### src/rtl/mm_pkg.sv
// Package for the mm serial run detector: state encoding, the per-bit
// step result record, and the next-state/output helper functions.
package mm_pkg;

    // Encoding is fixed; values 5..7 are illegal and recovered to IDLE.
    typedef enum logic [2:0] {
        IDLE = 3'd0,
        ONE0 = 3'd1,
        TWO0 = 3'd2,
        ONE1 = 3'd3,
        TWO1 = 3'd4
    } state_t;

    // Result of consuming one bit: where to go and what to flag.
    typedef struct packed {
        state_t nxt;
        logic   x;
        logic   y;
    } step_t;

    // True for the five encodings the detector can legitimately occupy.
    function automatic logic mm_state_legal(input state_t cur);
        logic ok;
        case (cur)
            IDLE, ONE0, TWO0, ONE1, TWO1: ok = 1'b1;
            default:                      ok = 1'b0;
        endcase
        return ok;
    endfunction

    // One enabled step of the detector. 'overlap' selects whether a
    // third equal bit keeps the run alive (TWOb) or restarts the search.
    function automatic step_t mm_step(input state_t cur,
                                      input logic   bit_in,
                                      input logic   overlap);
        step_t r;
        r.nxt = IDLE;
        r.x   = 1'b0;
        r.y   = 1'b0;
        case (cur)
            IDLE: begin
                if (bit_in) begin
                    r.nxt = ONE1;
                end else begin
                    r.nxt = ONE0;
                end
            end
            ONE0: begin
                if (!bit_in) begin
                    r.nxt = TWO0;
                    r.x   = 1'b1;
                end else begin
                    r.nxt = ONE1;
                end
            end
            TWO0: begin
                if (!bit_in) begin
                    if (overlap) begin
                        r.nxt = TWO0;
                    end else begin
                        r.nxt = IDLE;
                    end
                    r.x = 1'b1;
                    r.y = 1'b1;
                end else begin
                    r.nxt = ONE1;
                end
            end
            ONE1: begin
                if (bit_in) begin
                    r.nxt = TWO1;
                    r.x   = 1'b1;
                end else begin
                    r.nxt = ONE0;
                end
            end
            TWO1: begin
                if (bit_in) begin
                    if (overlap) begin
                        r.nxt = TWO1;
                    end else begin
                        r.nxt = IDLE;
                    end
                    r.x = 1'b1;
                    r.y = 1'b1;
                end else begin
                    r.nxt = ONE0;
                end
            end
            default: begin
                // Illegal encoding: no flags, fall back to IDLE.
                r.nxt = IDLE;
                r.x   = 1'b0;
                r.y   = 1'b0;
            end
        endcase
        return r;
    endfunction

endpackage

### src/rtl/mm.sv
// mm: Mealy serial run detector. doutx flags a run of 2 equal bits,
// douty a run of 3. Optional build macro MM_OVERLAP_EN switches from
// non-overlapping (restart after a 3-run) to overlapping detection.
module mm
    import mm_pkg::*;
(
    input  logic clk,
    input  logic resetn,   // active-high asynchronous reset (legacy name)
    input  logic cen,
    input  logic din,
    output logic doutx,
    output logic douty
);

`ifdef MM_OVERLAP_EN
    localparam logic OVERLAP_EN = 1'b1;
`else
    localparam logic OVERLAP_EN = 1'b0;
`endif

    state_t state_q;
    state_t state_d;
    step_t  step_s;
    logic   x_s;
    logic   y_s;

    // Next state and Mealy outputs from (state, din, cen, reset).
    always_comb begin
        step_s  = mm_step(state_q, din, OVERLAP_EN);
        state_d = state_q;
        x_s     = 1'b0;
        y_s     = 1'b0;
        if (resetn) begin
            // Outputs held low for the whole reset window.
            state_d = IDLE;
        end else if (!mm_state_legal(state_q)) begin
            // Recover from a corrupted encoding even when cen is low.
            state_d = IDLE;
        end else if (cen) begin
            state_d = step_s.nxt;
            x_s     = step_s.x;
            y_s     = step_s.y;
        end else begin
            state_d = state_q;
        end
    end

    // State register with asynchronous active-high reset to IDLE.
    always_ff @(posedge clk or posedge resetn) begin
        if (resetn) begin
            state_q <= IDLE;
        end else begin
            state_q <= state_d;
        end
    end

    assign doutx = x_s;
    assign douty = y_s;

endmodule

### config.mk
export PLATFORM = sky130hd
export DESIGN_NAME = mm
export DESIGN_NICKNAME = d
export VERILOG_FILES = /design/src/rtl/mm_pkg.sv /design/src/rtl/mm.sv
export SDC_FILE = /design/constraint.sdc
export NUM_CORES = 1
export LEC_CHECK = 0
export ABC_AREA = 1
export CAP_MARGIN = 20
export CORE_AREA = 2 2 39 41
export DETAILED_ROUTE_END_ITERATION = 10
export DIE_AREA = 0 0 41 43
export PLACE_DENSITY = 0.37
export SLEW_MARGIN = 15
export SYNTH_ARGS = -nofsm -noshare
export SYNTH_HDL_FRONTEND = slang
export SYNTH_SLANG_ARGS = --single-unit
### constraint.sdc
create_clock -name clk -period 3.3 [get_ports clk]
set_clock_uncertainty 0.15 [all_clocks]
set_input_delay 0.66 -clock clk [delete_from_list [all_inputs] [get_ports clk]]
set_output_delay 0.66 -clock clk [all_outputs]
set_load 0.005 [all_outputs]
# Yosys cells after proc, flatten, opt, wreduce, memory -nomap -nowiden
# Index checks and enable logic that the tools add are counted.
[classes]
n_reduce_logical = 2
mux = 23
eq_ne = 5
[ops]
columns = ["operator", "count"]
rows = [
  ["$pmux W3 S5", 1],
  ["$mux W1", 12],
  ["$mux W3", 4],
  ["$mux W2", 4],
  ["$eq A3 B2 Y1 const B", 2],
  ["$reduce_or A5 Y1", 1],
  ["$pmux W1 S4", 1],
  ["$eq A3 B1 Y1 const B", 1],
  ["$eq A3 B3 Y1 const B", 1],
  ["$logic_not A3 Y1", 1],
  ["$ne A3 B3 Y1 const B", 1],
  ["$pmux W1 S2", 1],
]
[totals]
in_bits = 4
regBits = 3
word_cells = 31
output_inout_bits = 2

# Depth between registers and ports, before layout
[logic_depth]
word_depth = 6
mapped_depth = 7
ltp_nobuf = 7

# Worst setup path after synthesis
# OpenSTA, ideal clock, no wires.
[synth_timing]
path_type = "input-to-output"
start = "input resetn"
end = "output doutx"
required_ns = 2.490
stages = 3
slack_ns = 1.453
arrival_ns = 1.037
n_path_buf = 0
path_cell_list = "inv_1 -> nand4_1 -> nor2_1"
[synth_via]
elab_chain_cells = 1
[synth_rtl]
columns = ["item", "line", "source"]
rows = [
  ["start, declared", "mm.sv:8", "input logic resetn,"],
  ["$mux W1", "mm.sv:33", "if (resetn) begin"],
  ["end, declared", "mm.sv:11", "output logic doutx,"],
]
# No other way between the ends.

# Worst setup path after layout
[layout_timing]
start = "input resetn"
end = "output douty"
[layout_via]
elab_chain_cells = 1
[layout_rtl]
columns = ["item", "line", "source"]
rows = [
  ["$mux W1", "mm.sv:33", ""],
  ["end, declared", "mm.sv:12", "output logic douty"],
]
# No other way between the ends.

==> run_summary.xml <==
<?xml version="1.0" encoding="UTF-8"?>
<metrics>
  <group name="critical_path">
    <metric name="startpoint_type" unit="">input pin</metric>
    <metric name="timing.critical_path.arrival" unit="ps">2050</metric>
    <metric name="worst-endpoint-required" unit="ps">2490</metric>
    <metric name="endpoint_kind" unit="">primary output</metric>
    <metric name="path_max_fanout" unit="">8</metric>
    <metric name="timing.setup.critical_path_class" unit="">input pin to primary output</metric>
  </group>
  <group name="floorplan">
    <metric name="ioPinCount" unit="">6</metric>
    <metric name="chipWidth" unit="um">41</metric>
    <metric name="core_footprint" unit="sq um">1384</metric>
    <metric name="rows" unit="">14</metric>
    <metric name="die-height" unit="um">43</metric>
    <metric name="initial_utilization" unit="">0.1817</metric>
    <metric name="die-area" unit="sq um">1763</metric>
  </group>
  <group name="timing">
    <metric name="maxSlewViolCount" unit="">0</metric>
    <metric name="min_period_over_period" unit="">0.8661</metric>
    <metric name="maxSlewHeadroom" unit="">0.8174</metric>
    <metric name="hold_violations" unit="">0</metric>
    <metric name="rsz_0062_raised_after_global_routing" unit="">false</metric>
    <metric name="setup_violations" unit="">0</metric>
    <metric name="worst_pin_slew" unit="ps">273.8</metric>
    <metric name="clock.fmax" unit="MHz">349.9</metric>
    <metric name="holdWs" unit="ps">468.2</metric>
    <metric name="totalNegativeSetupSlack" unit="ps">0</metric>
    <metric name="min_period" unit="ps">2858</metric>
  </group>
  <group name="final_layout">
    <metric name="largest_registers" unit="">state_q: 3 flops</metric>
    <metric name="largest_register_ff_count" unit="">3</metric>
    <metric name="layout.nets" unit="">52</metric>
    <metric name="drive_above_1_share" unit="">0.1277</metric>
    <metric name="largest_register" unit="">state_q</metric>
    <metric name="diodes" unit="">0</metric>
    <metric name="areaGrowthSynthToFinish" unit="%">38.31</metric>
  </group>
  <group name="place">
    <metric name="port-buffer-count" unit="">5</metric>
    <metric name="post_dp_hpwl" unit="um">477.6</metric>
    <metric name="gp_congestion" unit="">0.6497</metric>
  </group>
  <group name="power">
    <metric name="power_switching_share" unit="">0.2539</metric>
    <metric name="seqPwrFrac" unit="">0.328</metric>
    <metric name="vdd_drop_max" unit="mV">0.1294</metric>
    <metric name="clkPwrFrac" unit="">0.479</metric>
    <metric name="p_leak" unit="nW">0.1713</metric>
    <metric name="p_per_area" unit="nW/um^2">371.5</metric>
    <metric name="combPwrFrac" unit="">0.193</metric>
    <metric name="finalPower" unit="W">0.0001292</metric>
    <metric name="p_switching" unit="W">0.00003281</metric>
    <metric name="p_int" unit="W">0.00009643</metric>
  </group>
  <group name="yosys">
    <metric name="synthesized_area_per_cell" unit="sq um">6.618</metric>
    <metric name="post_synth_fa_ha_maj_area_fraction" unit="">0</metric>
    <metric name="synth-simple-area-share" unit="">0.4030</metric>
    <metric name="dominant_combinational_cell_family_by_area_after_synthesis" unit="">simple AND/OR/NAND/NOR gates</metric>
    <metric name="postSynthRegisterBits" unit="">3</metric>
    <metric name="synth.cell_area" unit="sq um">251.5</metric>
    <metric name="post_synth_xor_area_fraction" unit="">0</metric>
    <metric name="cells_after_synth" unit="">38</metric>
    <metric name="syn_nets" unit="">42</metric>
    <metric name="synth_compound_area_frac" unit="">0.1542</metric>
    <metric name="synth_mux_area_frac" unit="">0</metric>
    <metric name="synth-warning-count" unit="">0</metric>
    <metric name="synth.yosys.seq_area_share" unit="">0.2985</metric>
    <metric name="synthDistinctLibCells" unit="">14</metric>
  </group>
  <group name="clocking">
    <metric name="clkTransAtPathRegs" unit="ps">30</metric>
    <metric name="tritoncts" unit="">done</metric>
    <metric name="htree_num_levels" unit="">1</metric>
    <metric name="numCtsBuffers" unit="">3</metric>
    <metric name="cts_resized" unit="">0</metric>
    <metric name="cts_num_sinks" unit="">3</metric>
    <metric name="worst_case_clock_buffer_depth" unit="">2</metric>
    <metric name="insertion_delay_of_the_later_clocked_pin_in_the_worst_skew_pair" unit="ps">230</metric>
    <metric name="clock_tree.root_cell" unit="">sky130_fd_sc_hd__clkbuf_4</metric>
    <metric name="ctsHoldBuffers" unit="">0</metric>
    <metric name="cts.repair_timing.setup_buffer_count" unit="">0</metric>
  </group>
  <group name="routing">
    <metric name="totalWireLength" unit="um">596</metric>
    <metric name="count_of_routing_violations_after_the_opening_detailed_route_iteration" unit="">9</metric>
    <metric name="viasPerCell" unit="">4.317</metric>
    <metric name="final_antenna_net_count" unit="">0</metric>
    <metric name="vias" unit="">272</metric>
    <metric name="routed_wire_length_per_instance" unit="um">9.460</metric>
    <metric name="dr.pass1.iters" unit="">4</metric>
    <metric name="drcViolationCount" unit="">0</metric>
  </group>
  <group name="flow_run">
    <metric name="number_of_max_cap_violations" unit="">0</metric>
  </group>
  <group name="worst_hold_path">
    <metric name="min_path_type" unit="">register to register</metric>
  </group>
  <group name="grt">
    <metric name="grt_antenna_before_repair" unit="">0</metric>
    <metric name="grt_start_max_net_pins" unit="">9</metric>
    <metric name="grt_use_total" unit="">0.08551</metric>
    <metric name="wire_length_of_the_first_global_routing_pass" unit="um">986</metric>
    <metric name="number_of_global_route_vias_before_repair" unit="">258</metric>
    <metric name="globalRoute.totalOverflow" unit="">0</metric>
  </group>
  <group name="outcome">
    <metric name="status" unit="">completed</metric>
  </group>
</metrics>
per-stage QoR:
step | utilization | instance area, sq um | std cells | setup WS, ps
floorplan | - | 251.5 | 38 | 1453
global placement | 0.2324 | 321.6 | 59 | 444.7
detailed placement | 0.2324 | 321.6 | 59 | 437.0
CTS | 0.2514 | 347.8 | 63 | 428.7
finish | 0.2514 | 347.8 | 63 | 441.9
global route | 0.2514 | 347.8 | 63 | 279.8
placed cells by master (no fill, tap or decap):
cell / netlist / final
sky130_fd_sc_hd__nand2_1: 12 / 12
sky130_fd_sc_hd__inv_1: 5 / 5
sky130_fd_sc_hd__clkdlybuf4s50_1: 0 / 5
sky130_fd_sc_hd__nand4_1: 4 / 4
sky130_fd_sc_hd__nand3_1: 3 / 3
sky130_fd_sc_hd__nor2_1: 3 / 3
sky130_fd_sc_hd__clkbuf_4: 0 / 3
sky130_fd_sc_hd__dfrtp_1: 3 / 3
sky130_fd_sc_hd__o21ai_2: 1 / 1
sky130_fd_sc_hd__a21oi_2: 1 / 1
sky130_fd_sc_hd__bufinv_8: 1 / 1
sky130_fd_sc_hd__a21oi_1: 1 / 1
sky130_fd_sc_hd__nor3_1: 1 / 1
sky130_fd_sc_hd__o21ai_1: 1 / 1
sky130_fd_sc_hd__o21ai_0: 1 / 1
sky130_fd_sc_hd__a31oi_1: 1 / 1
sky130_fd_sc_hd__clkbuf_1: 0 / 1
cell families after synthesis:
group,count (synthesis)
simple gates,23
buf+inv,6
compound gates,6
flops,3
critical path, stage by stage:
cell and delay [ps]:
sky130_fd_sc_hd__clkdlybuf4s50_1 430, sky130_fd_sc_hd__inv_1 220, sky130_fd_sc_hd__nand3_1 120, sky130_fd_sc_hd__nor2_1 110
sky130_fd_sc_hd__clkdlybuf4s50_1 510
layout make-up:
cell class	count	area (sq um)
Clock buffer	4	26.28
Fill cell	159	1036
Inverter	6	36.28
Multi-Input combinational cell	29	140.1
Sequential cell	3	75.07
Tap cell	16	20.02
Timing Repair Buffer	5	50.05
layer usage:
| metal | GRT usage | wire length, um |
|---|---|---|
| met5 | 0 | 0 |
| met2 | 0.1031 | 276 |
| met4 | 0.08000 | 0 |
| met1 | 0.1197 | 310 |
| met3 | 0.01571 | 9 |
power groups by stage:
stage / combinational (W) / clock (W) / sequential [W]
2_1_floorplan: 0.0000157 / 0 / 0.0000420
3_3_place_gp: 0.0000245 / 0 / 0.0000428
3_5_place_dp: 0.0000248 / 0 / 0.0000428
4_1_cts: 0.0000250 / 0.0000658 / 0.0000424
5_1_grt: 0.0000279 / 0.0000686 / 0.0000430
6_report: 0.0000249 / 0.0000619 / 0.0000424
synthesized netlist by cell type:
library cell               number  share of area
sky130_fd_sc_hd__nand2_1       12           0.18
sky130_fd_sc_hd__inv_1          5          0.075
sky130_fd_sc_hd__nand4_1        4          0.099
sky130_fd_sc_hd__dfrtp_1        3           0.30
sky130_fd_sc_hd__nand3_1        3          0.060
sky130_fd_sc_hd__nor2_1         3          0.045
sky130_fd_sc_hd__a21oi_1        1          0.020
sky130_fd_sc_hd__a21oi_2        1          0.035
sky130_fd_sc_hd__a31oi_1        1          0.025
sky130_fd_sc_hd__bufinv_8       1          0.070
sky130_fd_sc_hd__nor3_1         1          0.020
sky130_fd_sc_hd__o21ai_0        1          0.020
sky130_fd_sc_hd__o21ai_1        1          0.020
sky130_fd_sc_hd__o21ai_2        1          0.035
final timing paths:
| kind | start | end | slack, ps | cells past startpoint |
|---|---|---|---|---|
| max | resetn | douty | 440 | 5 |
| min | state_q[2]$_DFFE_PP0P_ | state_q[2]$_DFFE_PP0P_ | 470 | 2 |
| max reg2reg | state_q[1]$_DFFE_PP0P_ | state_q[0]$_DFFE_PP0P_ | 2070 | 4 |
| min reg2reg | state_q[2]$_DFFE_PP0P_ | state_q[2]$_DFFE_PP0P_ | 470 | 2 |
| max in group asynchronous | resetn | state_q[0]$_DFFE_PP0P_ | 2240 | 2 |
| min in group asynchronous | resetn | state_q[2]$_DFFE_PP0P_ | 560 | 2 |
Note: power is estimated with default switching activity, not from simulation.
